## config.mk

```make
export PLATFORM = sky130hd
export DESIGN_NAME = comp_mult_op_driver
export DESIGN_NICKNAME = d
export VERILOG_FILES = /design/src/rtl/comp_mult_op_driver.sv
export SDC_FILE = /design/constraint.sdc
export NUM_CORES = 1
export LEC_CHECK = 0
export BUFFER_PORTS_ARGS = -buffer_cell sky130_fd_sc_hd__buf_2
export CAP_MARGIN = 20
export CORE_ASPECT_RATIO = 0.75
export CORE_MARGIN = 2
export CORE_UTILIZATION = 45
export DETAILED_ROUTE_END_ITERATION = 12
export PLACE_DENSITY = 0.67
export SLEW_MARGIN = 20
export SYNTH_ARGS = -nofsm -noshare
export SYNTH_HDL_FRONTEND = slang
export SYNTH_SLANG_ARGS = --single-unit
```

## constraint.sdc

```tcl
create_clock -name clk -period 7.95 [get_ports clk]
set_input_delay 0.3975 -clock clk [delete_from_list [all_inputs] [get_ports clk]]
set_output_delay 0.3975 -clock clk [all_outputs]
set_load 0.03 [all_outputs]
```

## src/rtl/comp_mult_op_driver.sv

```systemverilog
// Operand source for the complex-multiplier harness: streams {x1,y1,x2,y2} from one of four pattern generators.
// op_val is registered and back-to-back on op_rdy; it holds under backpressure and stalls while MAX_OUTST results are unreturned.
module comp_mult_op_driver #(
    parameter int          DWIDTH    = 8,
    parameter int          MAX_OUTST = 64,
    parameter logic [31:0] LFSR_SEED = 32'hACE1_2468
) (
    input  logic                clk,
    input  logic                rst,
    input  logic                sw_rst,
    input  logic                start,
    input  logic [1:0]          mode,
    input  logic [15:0]         num_ops,
    input  logic [4*DWIDTH-1:0] fixed_data,
    output logic                op_val,
    input  logic                op_rdy,
    output logic [4*DWIDTH-1:0] op_data,
    input  logic                sample,
    output logic                busy,
    output logic                done,
    output logic [15:0]         ops_sent,
    output logic [15:0]         res_rcvd
);
    localparam int          OW    = 4 * DWIDTH;
    localparam logic [15:0] MAX_O = 16'(MAX_OUTST);

    typedef enum logic [1:0] {S_IDLE, S_SEND, S_DRAIN, S_DONE} state_t;

    state_t          state_q, state_d;
    logic [1:0]      mode_q, mode_d;
    logic [15:0]     num_q, num_d;
    logic [OW-1:0]   fixed_q, fixed_d;
    logic [31:0]     lfsr_q, lfsr_d;
    logic [15:0]     sent_q, sent_d;
    logic [15:0]     rcvd_q, rcvd_d;
    logic            op_val_q, op_val_d;
    logic [OW-1:0]   op_data_q, op_data_d;

    logic            xfer;
    logic            smp;
    logic [15:0]     outst;
    logic [15:0]     outst_d;

    function automatic logic [DWIDTH-1:0] corner_val(input logic [1:0] i);
        logic [DWIDTH-1:0] v;
        case (i)
            2'd0:    v = {1'b1, {(DWIDTH-1){1'b0}}};
            2'd1:    v = {1'b0, {(DWIDTH-1){1'b1}}};
            2'd2:    v = '1;
            default: v = '0;
        endcase
        return v;
    endfunction

    function automatic logic [OW-1:0] gen_op(input logic [1:0] m, input logic [15:0] n,
                                             input logic [31:0] l, input logic [OW-1:0] f);
        logic [OW-1:0] g;
        case (m)
            2'd0:    g = l[OW-1:0];
            2'd1:    g = {DWIDTH'(n), DWIDTH'(n + 16'd1), DWIDTH'(n + 16'd2), DWIDTH'(n + 16'd3)};
            2'd2:    g = {corner_val(n[1:0]), corner_val(n[3:2]), corner_val(n[5:4]), corner_val(n[7:6])};
            default: g = f;
        endcase
        return g;
    endfunction

    // Galois right-shift form of x^32+x^22+x^2+x+1
    function automatic logic [31:0] lfsr_step(input logic [31:0] l);
        return l[0] ? ({1'b0, l[31:1]} ^ 32'h8020_0003) : {1'b0, l[31:1]};
    endfunction

    assign xfer  = op_val_q & op_rdy;
    assign outst = sent_q - rcvd_q;
    assign smp   = sample & (outst != 16'd0);

    always_comb begin
        state_d   = state_q;
        mode_d    = mode_q;
        num_d     = num_q;
        fixed_d   = fixed_q;
        lfsr_d    = lfsr_q;
        sent_d    = sent_q;
        rcvd_d    = rcvd_q + {15'd0, smp};
        op_val_d  = op_val_q;
        op_data_d = op_data_q;
        outst_d   = outst;

        case (state_q)
            S_IDLE: begin
                if (start) begin
                    mode_d  = mode;
                    num_d   = num_ops;
                    fixed_d = fixed_data;
                    lfsr_d  = LFSR_SEED;
                    sent_d  = '0;
                    rcvd_d  = '0;
                    state_d = (num_ops == 16'd0) ? S_DONE : S_SEND;
                end
            end
            S_SEND: begin
                if (xfer) begin
                    sent_d = sent_q + 16'd1;
                    lfsr_d = lfsr_step(lfsr_q);
                    if (sent_d == num_q) state_d = S_DRAIN;
                end
                outst_d = sent_d - rcvd_d;
                // a presented operand is never withdrawn; a new one loads only when the slot is free
                if (!(op_val_q && !xfer)) begin
                    if ((sent_d < num_q) && (outst_d < MAX_O)) begin
                        op_val_d  = 1'b1;
                        op_data_d = gen_op(mode_q, sent_d, lfsr_d, fixed_q);
                    end else begin
                        op_val_d  = 1'b0;
                    end
                end
            end
            S_DRAIN: begin
                op_val_d = 1'b0;
                if (rcvd_q == num_q) state_d = S_DONE;
            end
            default: begin
                op_val_d = 1'b0;
                state_d  = S_IDLE;
            end
        endcase
    end

    always_ff @(posedge clk or posedge rst) begin
        if (rst) begin
            state_q   <= S_IDLE;
            mode_q    <= '0;
            num_q     <= '0;
            fixed_q   <= '0;
            lfsr_q    <= LFSR_SEED;
            sent_q    <= '0;
            rcvd_q    <= '0;
            op_val_q  <= 1'b0;
            op_data_q <= '0;
        end else if (sw_rst) begin
            state_q   <= S_IDLE;
            mode_q    <= '0;
            num_q     <= '0;
            fixed_q   <= '0;
            lfsr_q    <= LFSR_SEED;
            sent_q    <= '0;
            rcvd_q    <= '0;
            op_val_q  <= 1'b0;
            op_data_q <= '0;
        end else begin
            state_q   <= state_d;
            mode_q    <= mode_d;
            num_q     <= num_d;
            fixed_q   <= fixed_d;
            lfsr_q    <= lfsr_d;
            sent_q    <= sent_d;
            rcvd_q    <= rcvd_d;
            op_val_q  <= op_val_d;
            op_data_q <= op_data_d;
        end
    end

    assign op_val   = op_val_q;
    assign op_data  = op_data_q;
    assign busy     = (state_q == S_SEND) || (state_q == S_DRAIN);
    assign done     = (state_q == S_DONE);
    assign ops_sent = sent_q;
    assign res_rcvd = rcvd_q;
endmodule

```

==> summary.txt, run 1 <==
outcome - complete, no violations
Netlist cell types - 74
Internal - 1.57 mW
Psw - 0.925 mW
Area growth syn-to-layout - 13.6%
CP Capture Type - register
DR iter-0 viols - 954
clk_lat worst skew - 0.44 ns
Buf/Inv on CP - 1
Slew @ Worst Pin - 1.03 ns
proportion of layout cells with a drive suffix above 1 - 16.4%
Max rail drop VDD - 0.260 mV
floorplan row count - 48
Worst Path Class, Setup - reg -> reg
share of power burned in registers - 34.9%
worst path arrival time - 7.26 ns
Syn. warnings - 0
Num CTS Buffers - 17
Post-synth EDFFs - 0
routed vias/inst - 5.97
pin count of the biggest net entering global routing - 88
fin. max-slew vios - 0
Final Util - 52.1%
Max-slew headroom - 31.3%
RSZ-0062 raised after global routing - no
CTS tree - yes
top cell type by total area after synthesis - dfrtp_1
slowest CP cell - buf_4
pre-CTS setup slack - 1.12 ns
root buffer cell - clkbuf_16
Data required, critical path - 8.27 ns
Synth Cell Area - 10,600 sq um
die extent in y - 137 um
first-pass GRT wire length - 52,400 um
Inst Count DP - 1,584
Final period util - 87.3%
clock-pin slew of the registers on the worst-case setup and hold paths - 0.07 ns
Async S/R FF share, synth - 100%
Setup violations, final - 0
Final Hold Fails - 0
Antenna Nets Post-Route - 0
clock skew - 0.00946 ns
CP top delay family - compound AO/OA/AOI/OAI gates
Avg Inst Size Synth - 8.71 sq um
Global Route Usage Sum - 27.8%
Synth area leaders - dfrtp_1 (32%), ha_1 (7.5%), nand2_1 (7.4%)
die area - 24,700 sq um
final setup margin - 1.01 ns
1st-pass router iterations - 6
Seq/Total Area, Yosys - 35.4%
Routability Congestion - 0.957
Final Critical Period - 6.94 ns
starting density of the core - 45.8%
DRC Markers - 0
post-synth top area share - 32.2%
Switching Share - 37.1%
Syn Inst Count - 1,213
DP Wirelength - 24,500 um
Gate power share - 30.8%
Top FF cell, synth - dfrtp_1
TNS Setup - 0 ns
post-CTS setup repair buffer count - 0
via count - 9,655
register bit total from synthesis - 149
clock network fraction of design power - 34.3%
core area - 23,100 sq um
chip width - 181 um
WL final - 33,700 um
input/output buffers - 122
cts repair resizes - 0
metal3 WL - 3620 um
PwrDens - 208 nW/um^2
Inserted Diodes - 0
clk sink count - 149
P_leak - 5.60 nW
met1 wire length - 16,400 um
initial antenna violation count - 0
Critical Path Fanout Max - 32
syn_nets - 1,332
f_max - 144 MHz
grt total ovfl - 0
most frequent cells in the layout - nand2_1 (208), dfrtp_1 (135), buf_2 (122), a21oi_1 (89), nor2_1 (80)
hold_buf cts - 0
H-tree depth - 4
Hold WC Path Type - in -> async
crit path launch type - register
# IOs - 123
CTS max path bufs - 2
Final Power - 2.49 mW
max_cap viols - 0
non-filler cells, final - 1,616
final net count - 1,422
highest metal used - met5
vias in the first global route - 8,938
slowest stage delay, CP - 0.49 ns
commonest non-fill, non-tap cell in the layout - nand2_1
WL/cell - 20.9 um
met2 wire length - 13,300 um
-- registers in the layout, summed over array words and instances (netlist names) --
register / count
lfsr_q: 32
res_rcvd: 16
op_data: 32
op_val: 1
ops_sent: 16
state_q: 2
fixed_q: 32
num_q: 16
mode_q: 2
-- cells in the mapped netlist (11+ instances only) --
library cell and count:
a211oi_1 17, mux2_1 16, nor3_1 12, a22o_1 21, nor4_1 17, nand2b_1 19, nand4_1 13, dfstp_2 13
nand2_1 209, clkbuf_1 52, dfrtp_1 136, mux2i_1 32, and3_1 14, o21ai_0 51, nor2_1 80, xor2_1 27
a31oi_1 13, a21oi_1 89, ha_1 63, o22a_1 11, mux4_2 15, xnor2_1 59, inv_1 63, nor2b_1 24
nand3_1 19
-- metal layers --
layer	global-route usage (%)	up-vias
li1	-	4452
met1	43.9	4694
met2	37.8	483
met3	6.55	24
met4	5.47	2
met5	2.80	-
-- cell families (layout without fill, tap and decap cells) --
logic type	count (synthesis)	count (layout)	synth area share, %
multiplexers	64	64	8.04
buffers and inverters	132	235	4.99
AND/OR/NAND/NOR	436	436	18.9
adder cells (fa/ha/maj)	63	63	7.46
flip-flops	149	149	35.4
AO/OA/AOI/OAI	281	281	17.6
XOR/XNOR	88	88	7.54
-- worst paths after layout --
path                                     start     endpoint  slack, ns  cells after the start
worst max-delay path               ops_sent[1]   op_data[0]       1.01                     25
worst min-delay path                       rst   op_data[9]       0.09                      2
worst max register to register     ops_sent[1]   op_data[0]       1.01                     25
worst min register to register     fixed_q[29]  fixed_q[29]       0.52                      2
max in group asynchronous                  rst    mode_q[0]       6.48                      3
min in group clk                fixed_data[20]  fixed_q[20]       0.18                      3
-- stage by stage --
step	hold slack [ns]	area (sq um)
global route	0.177	12000
CTS	0.147	12000
detailed placement	0.512	11400
global placement	0.505	11400
floorplan	0.471	10600
finish	0.0925	12000
-- power by group through the flow --
stage | combinational (mW) | clock [mW] | sequential, mW
after floorplan | 0.542 | 0 | 0.859
after global placement | 0.746 | 0 | 0.878
after detailed placement | 0.752 | 0 | 0.880
after CTS | 0.757 | 0.864 | 0.866
after global routing | 0.837 | 0.895 | 0.873
final | 0.769 | 0.855 | 0.870
-- cell type report --
class,count,area (sq um)
fillers,2180,11100
multi-input cells,932,6300
clock buffers,19,453
flip-flops and latches,149,3750
clock inverters,13,159
well taps,300,375
repair buffers,137,723
inverters,66,253
(Power assumes the default switching activity.)
==> inputs of run 2 (changes only) <==
--- a/config.mk
+++ b/config.mk
@@ -10,6 +10,7 @@
 export CORE_ASPECT_RATIO = 0.75
 export CORE_MARGIN = 2
 export CORE_UTILIZATION = 45
+export CTS_BUF_LIST = sky130_fd_sc_hd__clkbuf_16
 export DETAILED_ROUTE_END_ITERATION = 12
 export PLACE_DENSITY = 0.67
 export SLEW_MARGIN = 20
==> run 2 against run 1 <==
First-iteration DRC count grew 6.8%. Via count grew 0.21%. Clock skew shrank 0.0017 ns. Final cell count is the same. Setup slack lost 0.024 ns. Register-to-register slack lost 0.02 ns. Sequential power is essentially flat. Largest power group unchanged.
==> summary.txt, run 2 (synthesis results as in run 1) <==
final non-filler cell area - 12,000 sq um (about the same)
pre-CTS setup slack - 1.12 ns (unchanged)
CP Capture Type - register (unchanged)
vias in the first global route - 8,959 (was 8,938)
grt total ovfl - 0 (unchanged)
CTS max path bufs - 2 (unchanged)
Max rail drop VDD - 0.254 mV (was 0.260 mV)
TNS Setup - 0 ns (unchanged)
Hold WC Path Type - in -> async (unchanged)
die extent in y - 137 um (unchanged)
DP Area - 11,400 sq um (unchanged)
fillers - 2,185 (was 2,180)
most frequent cells in the layout - nand2_1 (208), dfrtp_1 (135), buf_2 (122), a21oi_1 (89), nor2_1 (80) (unchanged)
DR iter-0 viols - 1,019 (was 954)
WL final - 33,800 um (was 33,700 um)
clk_lat worst skew - 0.44 ns (about the same)
DRC Markers - 0 (unchanged)
# IOs - 123 (unchanged)
met1 wire length - 16,400 um (about the same)
clock-pin slew of the registers on the worst-case setup and hold paths - 0.07 ns (about the same)
clock skew - 0.00773 ns (was 0.00946 ns)
Data required, critical path - 8.27 ns (about the same)
root buffer cell - clkbuf_16 (unchanged)
worst path arrival time - 7.28 ns (was 7.26 ns)
core area - 23,100 sq um (unchanged)
Global Route Usage Sum - 27.8% (about the same)
met2 wire length - 13,300 um (about the same)
routed vias/inst - 5.99 (was 5.97)
CTS tree - yes (unchanged)
Final Hold Fails - 0 (unchanged)
critical path startpoint - ops_sent[1] (unchanged)
via count - 9,675 (was 9,655)
outcome - complete, no violations (unchanged)
initial antenna violation count - 0 (unchanged)
fin. max-slew vios - 0 (unchanged)
RSZ-0062 raised after global routing - no (unchanged)
WL/cell - 20.9 um (about the same)
Area growth syn-to-layout - 13.5% (was 13.6%)
final net count - 1,422 (unchanged)
first-pass GRT wire length - 52,400 um (about the same)
crit path launch type - register (unchanged)
Setup violations, final - 0 (unchanged)
Slew @ Worst Pin - 0.988 ns (was 1.03 ns)
area of the multi-input gates - 6300 sq um (unchanged)
pin count of the biggest net entering global routing - 88 (unchanged)
PwrDens - 206 nW/um^2 (was 208 nW/um^2)
1st-pass router iterations - 8 (was 6)
proportion of layout cells with a drive suffix above 1 - 16.3% (was 16.4%)
max_cap viols - 0 (unchanged)
non-filler cells, final - 1,616 (unchanged)
DP Wirelength - 24,500 um (unchanged)
Critical Path Fanout Max - 32 (unchanged)
cts repair resizes - 0 (unchanged)
f_max - 144 MHz (about the same)
Final period util - 87.6% (was 87.3%)
Antenna Nets Post-Route - 0 (unchanged)
H-tree depth - 4 (unchanged)
die area - 24,700 sq um (unchanged)
Hold WS - 0.0884 ns (was 0.0925 ns)
Final Critical Period - 6.96 ns (was 6.94 ns)
starting density of the core - 45.8% (unchanged)
Max-slew headroom - 33.9% (was 31.3%)
Num CTS Buffers - 17 (unchanged)
Routability Congestion - 0.957 (unchanged)
input/output buffers - 122 (unchanged)
reg2reg path depth - 25 (unchanged)
clk sink count - 149 (unchanged)
RR Startpoint - ops_sent[1] (unchanged)
chip width - 181 um (unchanged)
post-CTS setup repair buffer count - 0 (unchanged)
Inserted Diodes - 0 (unchanged)
Worst Path Class, Setup - reg -> reg (unchanged)
P_leak - 5.59 nW (was 5.60 nW)
highest metal used - met5 (unchanged)
floorplan row count - 48 (unchanged)
metal3 WL - 3710 um (was 3620 um)
hold_buf cts - 0 (unchanged)
final setup margin - 0.988 ns (was 1.01 ns)
Inst Count DP - 1,584 (unchanged)
register area - 3750 sq um (unchanged)
commonest non-fill, non-tap cell in the layout - nand2_1 (unchanged)
==> run 2: cell types whose count changed in the layout (fill, tap and decap cells not counted), sizes merged <==
cell / before / now
clkbuf: 19 / 17
clkinv: 3 / 5
==> run 2: worst paths after layout <==
kind                                to  slack, ns
max in group asynchronous    mode_q[0]       6.49
min in group clk           fixed_q[20]       0.18
max                         op_data[0]       0.99
min                         op_data[9]       0.09
max reg2reg                 op_data[0]       0.99
min reg2reg                fixed_q[20]       0.52
==> run 2: layout make-up <==
class                   count  area share, %
multi-input cells         932           52.5
flip-flops and latches    149           31.2
repair buffers            137           6.03
clock buffers              17           3.55
well taps                 300           3.13
inverters                  66           2.11
clock inverters            15           1.39
==> run 2: worst max-delay path: stages, from the launching register on <==
cell and delay, ns:
dfrtp_1 0.47, ha_1 0.34, nor2b_1 0.16, o31a_1 0.28, o21ai_0 0.22, nand2b_1 0.13, a21o_1 0.21, nor4b_1 0.26
nor4_1 0.09, a41oi_1 0.30, ha_1 0.22, and3_1 0.22, nand3_1 0.17, nor3_1 0.28, nand3_1 0.14, xnor2_1 0.31
ha_1 0.41, a21o_1 0.22, a21o_1 0.18, a2111oi_0 0.40, o2111ai_1 0.17, nor4_1 0.22, o2111ai_1 0.28, a2111oi_4 0.25
buf_4 0.48, mux2_1 0.37
==> run 2: power by group <==
group	switching (mW)	internal, mW
clock network	0.363	0.470
logic	0.493	0.273
registers	0.0630	0.806
total	0.920	1.55
==> run 2: per-layer routing <==
metal	up-vias	GRT usage [%]
met5	-	2.80
met1	4696	43.9
met2	497	37.8
met4	2	5.47
li1	4459	-
met3	21	6.63
==> run 2: metrics by stage <==
step / util, % / total power, mW
floorplan: - / 1.40
global placement: 49.4 / 1.62
detailed placement: 49.4 / 1.63
CTS: 52.0 / 2.47
global route: 52.0 / 2.58
finish: 52.0 / 2.47
==> inputs of run 3 (changes only) <==
--- a/config.mk
+++ b/config.mk
@@ -7,12 +7,14 @@
 export LEC_CHECK = 0
 export BUFFER_PORTS_ARGS = -buffer_cell sky130_fd_sc_hd__buf_2
 export CAP_MARGIN = 20
+export CELL_PAD_IN_SITES_DETAIL_PLACEMENT = 1
+export CELL_PAD_IN_SITES_GLOBAL_PLACEMENT = 1
 export CORE_ASPECT_RATIO = 0.75
 export CORE_MARGIN = 2
 export CORE_UTILIZATION = 45
 export CTS_BUF_LIST = sky130_fd_sc_hd__clkbuf_16
 export DETAILED_ROUTE_END_ITERATION = 12
-export PLACE_DENSITY = 0.67
+export PLACE_DENSITY = 0.84
 export SLEW_MARGIN = 20
 export SYNTH_ARGS = -nofsm -noshare
 export SYNTH_HDL_FRONTEND = slang
==> run 3 against run 2 <==
First-iteration DRC count is 2.9% higher. Global-route usage increased by 3.6 points. Largest power group unchanged. Count of clock-buffer cells in the layout unchanged. Critical path type unchanged. Largest cell class unchanged.
==> summary.txt, run 3 (synthesis results as in run 1) <==
fillers - 2,774 (was 2,185)
TNS Setup - 0 ns (unchanged)
RSZ-0062 raised after global routing - no (unchanged)
# IOs - 123 (unchanged)
Slew @ Worst Pin - 1.05 ns (was 0.988 ns)
P_leak - 5.59 nW (about the same)
Inst Count DP - 1,583 (was 1,584)
CTS tree - yes (unchanged)
f_max - 141 MHz (was 144 MHz)
H-tree depth - 4 (unchanged)
routed vias/inst - 6.20 (was 5.99)
Worst Path Class, Setup - reg -> reg (unchanged)
proportion of layout cells with a drive suffix above 1 - 16.3% (about the same)
crit path launch type - register (unchanged)
initial antenna violation count - 1 (was 0)
flop2flop setup slack - 0.84 ns (was 0.99 ns)
core area - 23,100 sq um (unchanged)
CP Capture Type - register (unchanged)
starting density of the core - 45.8% (unchanged)
Area growth syn-to-layout - 13.5% (about the same)
via count - 10.0k (was 9,675)
Max-slew headroom - 29.5% (was 33.9%)
DR iter-0 viols - 1,049 (was 1,019)
root buffer cell - clkbuf_16 (unchanged)
Antenna Nets Post-Route - 0 (unchanged)
clk_lat worst skew - 0.44 ns (about the same)
1st-pass router iterations - 5 (was 8)
DRC Markers - 0 (unchanged)
final net count - 1,421 (was 1,422)
grt total ovfl - 0 (unchanged)
first-pass GRT wire length - 59,500 um (was 52,400 um)
Data required, critical path - 8.26 ns (was 8.27 ns)
Global Route Usage Sum - 31.4% (was 27.8%)
clock skew - 0.0146 ns (was 0.00773 ns)
WL/cell - 23.6 um (was 20.9 um)
die extent in y - 137 um (unchanged)
most frequent cells in the layout - nand2_1 (208), dfrtp_1 (135), buf_2 (122), a21oi_1 (89), nor2_1 (80) (unchanged)
CTS max path bufs - 2 (unchanged)
chip width - 181 um (unchanged)
Critical Path Fanout Max - 32 (unchanged)
Max rail drop VDD - 0.156 mV (was 0.254 mV)
Routability Congestion - 0.913 (was 0.957)
worst path arrival time - 7.42 ns (was 7.28 ns)
die area - 24,700 sq um (unchanged)
Hold WC Path Type - in -> async (unchanged)
hold_buf cts - 0 (unchanged)
PwrDens - 210 nW/um^2 (was 206 nW/um^2)
pin count of the biggest net entering global routing - 101 (was 88)
fin. max-slew vios - 0 (unchanged)
input/output buffers - 122 (unchanged)
non-filler cells, final - 1,616 (unchanged)
clock-pin slew of the registers on the worst-case setup and hold paths - 0.07 ns (about the same)
cts repair resizes - 0 (unchanged)
Setup violations, final - 0 (unchanged)
Final Hold Fails - 0 (unchanged)
Final Critical Period - 7.11 ns (was 6.96 ns)
outcome - complete, no violations (unchanged)
max_cap viols - 0 (unchanged)
DP Wirelength - 27,500 um (was 24,500 um)
WL final - 38,100 um (was 33,800 um)
commonest non-fill, non-tap cell in the layout - nand2_1 (unchanged)
post-CTS setup repair buffer count - 0 (unchanged)
vias in the first global route - 10.1k (was 8,959)
floorplan row count - 48 (unchanged)
clk sink count - 149 (unchanged)
Num CTS Buffers - 17 (unchanged)
Final period util - 89.4% (was 87.6%)
run 3: changes by cell type in the layout (fill, tap and decap cells not counted), sizes merged:
cell / change
diode: +1
buf: -1
run 3: layout make-up:
class	instances	area (sq um)	share of cell area (%)
repair buffers	136	716	5.97
multi-input cells	932	6300	52.6
diodes	1	2.50	0.0209
clock buffers	17	425	3.55
clock inverters	15	168	1.40
flip-flops and latches	149	3750	31.2
inverters	66	253	2.11
well taps	300	375	3.13
run 3: worst paths after layout:
kind	from	to	depth (start not counted)
max in group asynchronous	rst	ops_sent[12]	3
worst min register to register	fixed_q[26]	fixed_q[26]	2
min in group clk	fixed_data[18]	fixed_q[18]	3
worst max register to register	res_rcvd[1]	op_data[28]	26
worst min-delay path	rst	op_data[11]	2
worst max-delay path	res_rcvd[1]	op_data[28]	26
run 3: through the flow:
step | util (%) | cell area (sq um) | setup slack, ns | hold slack, ns | total power, mW
after floorplan | - | 10600 | 1.98 | 0.471 | 1.40
after global placement | 49.4 | 11400 | 1.32 | 0.490 | 1.63
after detailed placement | 49.4 | 11400 | 1.01 | 0.500 | 1.66
after CTS | 52.0 | 12000 | 0.966 | 0.178 | 2.51
after global routing | 52.0 | 12000 | 0.260 | 0.194 | 2.62
final | 52.0 | 12000 | 0.841 | 0.138 | 2.52
run 3: critical path, cell delays in order, from the launching register on:
cell	delay [ns]
dfrtp_1	0.45
inv_1	0.08
ha_1	0.29
nor2b_1	0.16
o31a_1	0.27
o21ai_0	0.22
nand2b_1	0.14
a21o_1	0.21
nor4b_1	0.26
nor4_1	0.11
a41oi_1	0.24
ha_1	0.20
and3_1	0.22
nand3_1	0.19
nor3_1	0.31
nand3_1	0.14
xnor2_1	0.31
ha_1	0.41
a21o_1	0.22
a21o_1	0.17
a2111oi_0	0.44
o2111ai_1	0.20
nor4_1	0.23
o2111ai_1	0.30
a2111oi_4	0.27
buf_4	0.50
mux2_1	0.40
run 3: routing by layer:
| layer | wire (um) | GRT usage (%) |
|---|---|---|
| met1 | 17500 | 46.5 |
| met2 | 16300 | 47.1 |
| met3 | 3710 | 7.13 |
| met4 | 512 | 6.19 |
| met5 | 8 | 0 |
run 3: power by group:
| group | internal [mW] | total (mW) | switching [mW] |
|---|---|---|---|
| Sequential | 0.806 | 0.875 | 0.0685 |
| Clock | 0.472 | 0.847 | 0.375 |
| Combinational | 0.274 | 0.802 | 0.528 |
| Total | 1.55 | 2.52 | 0.972 |
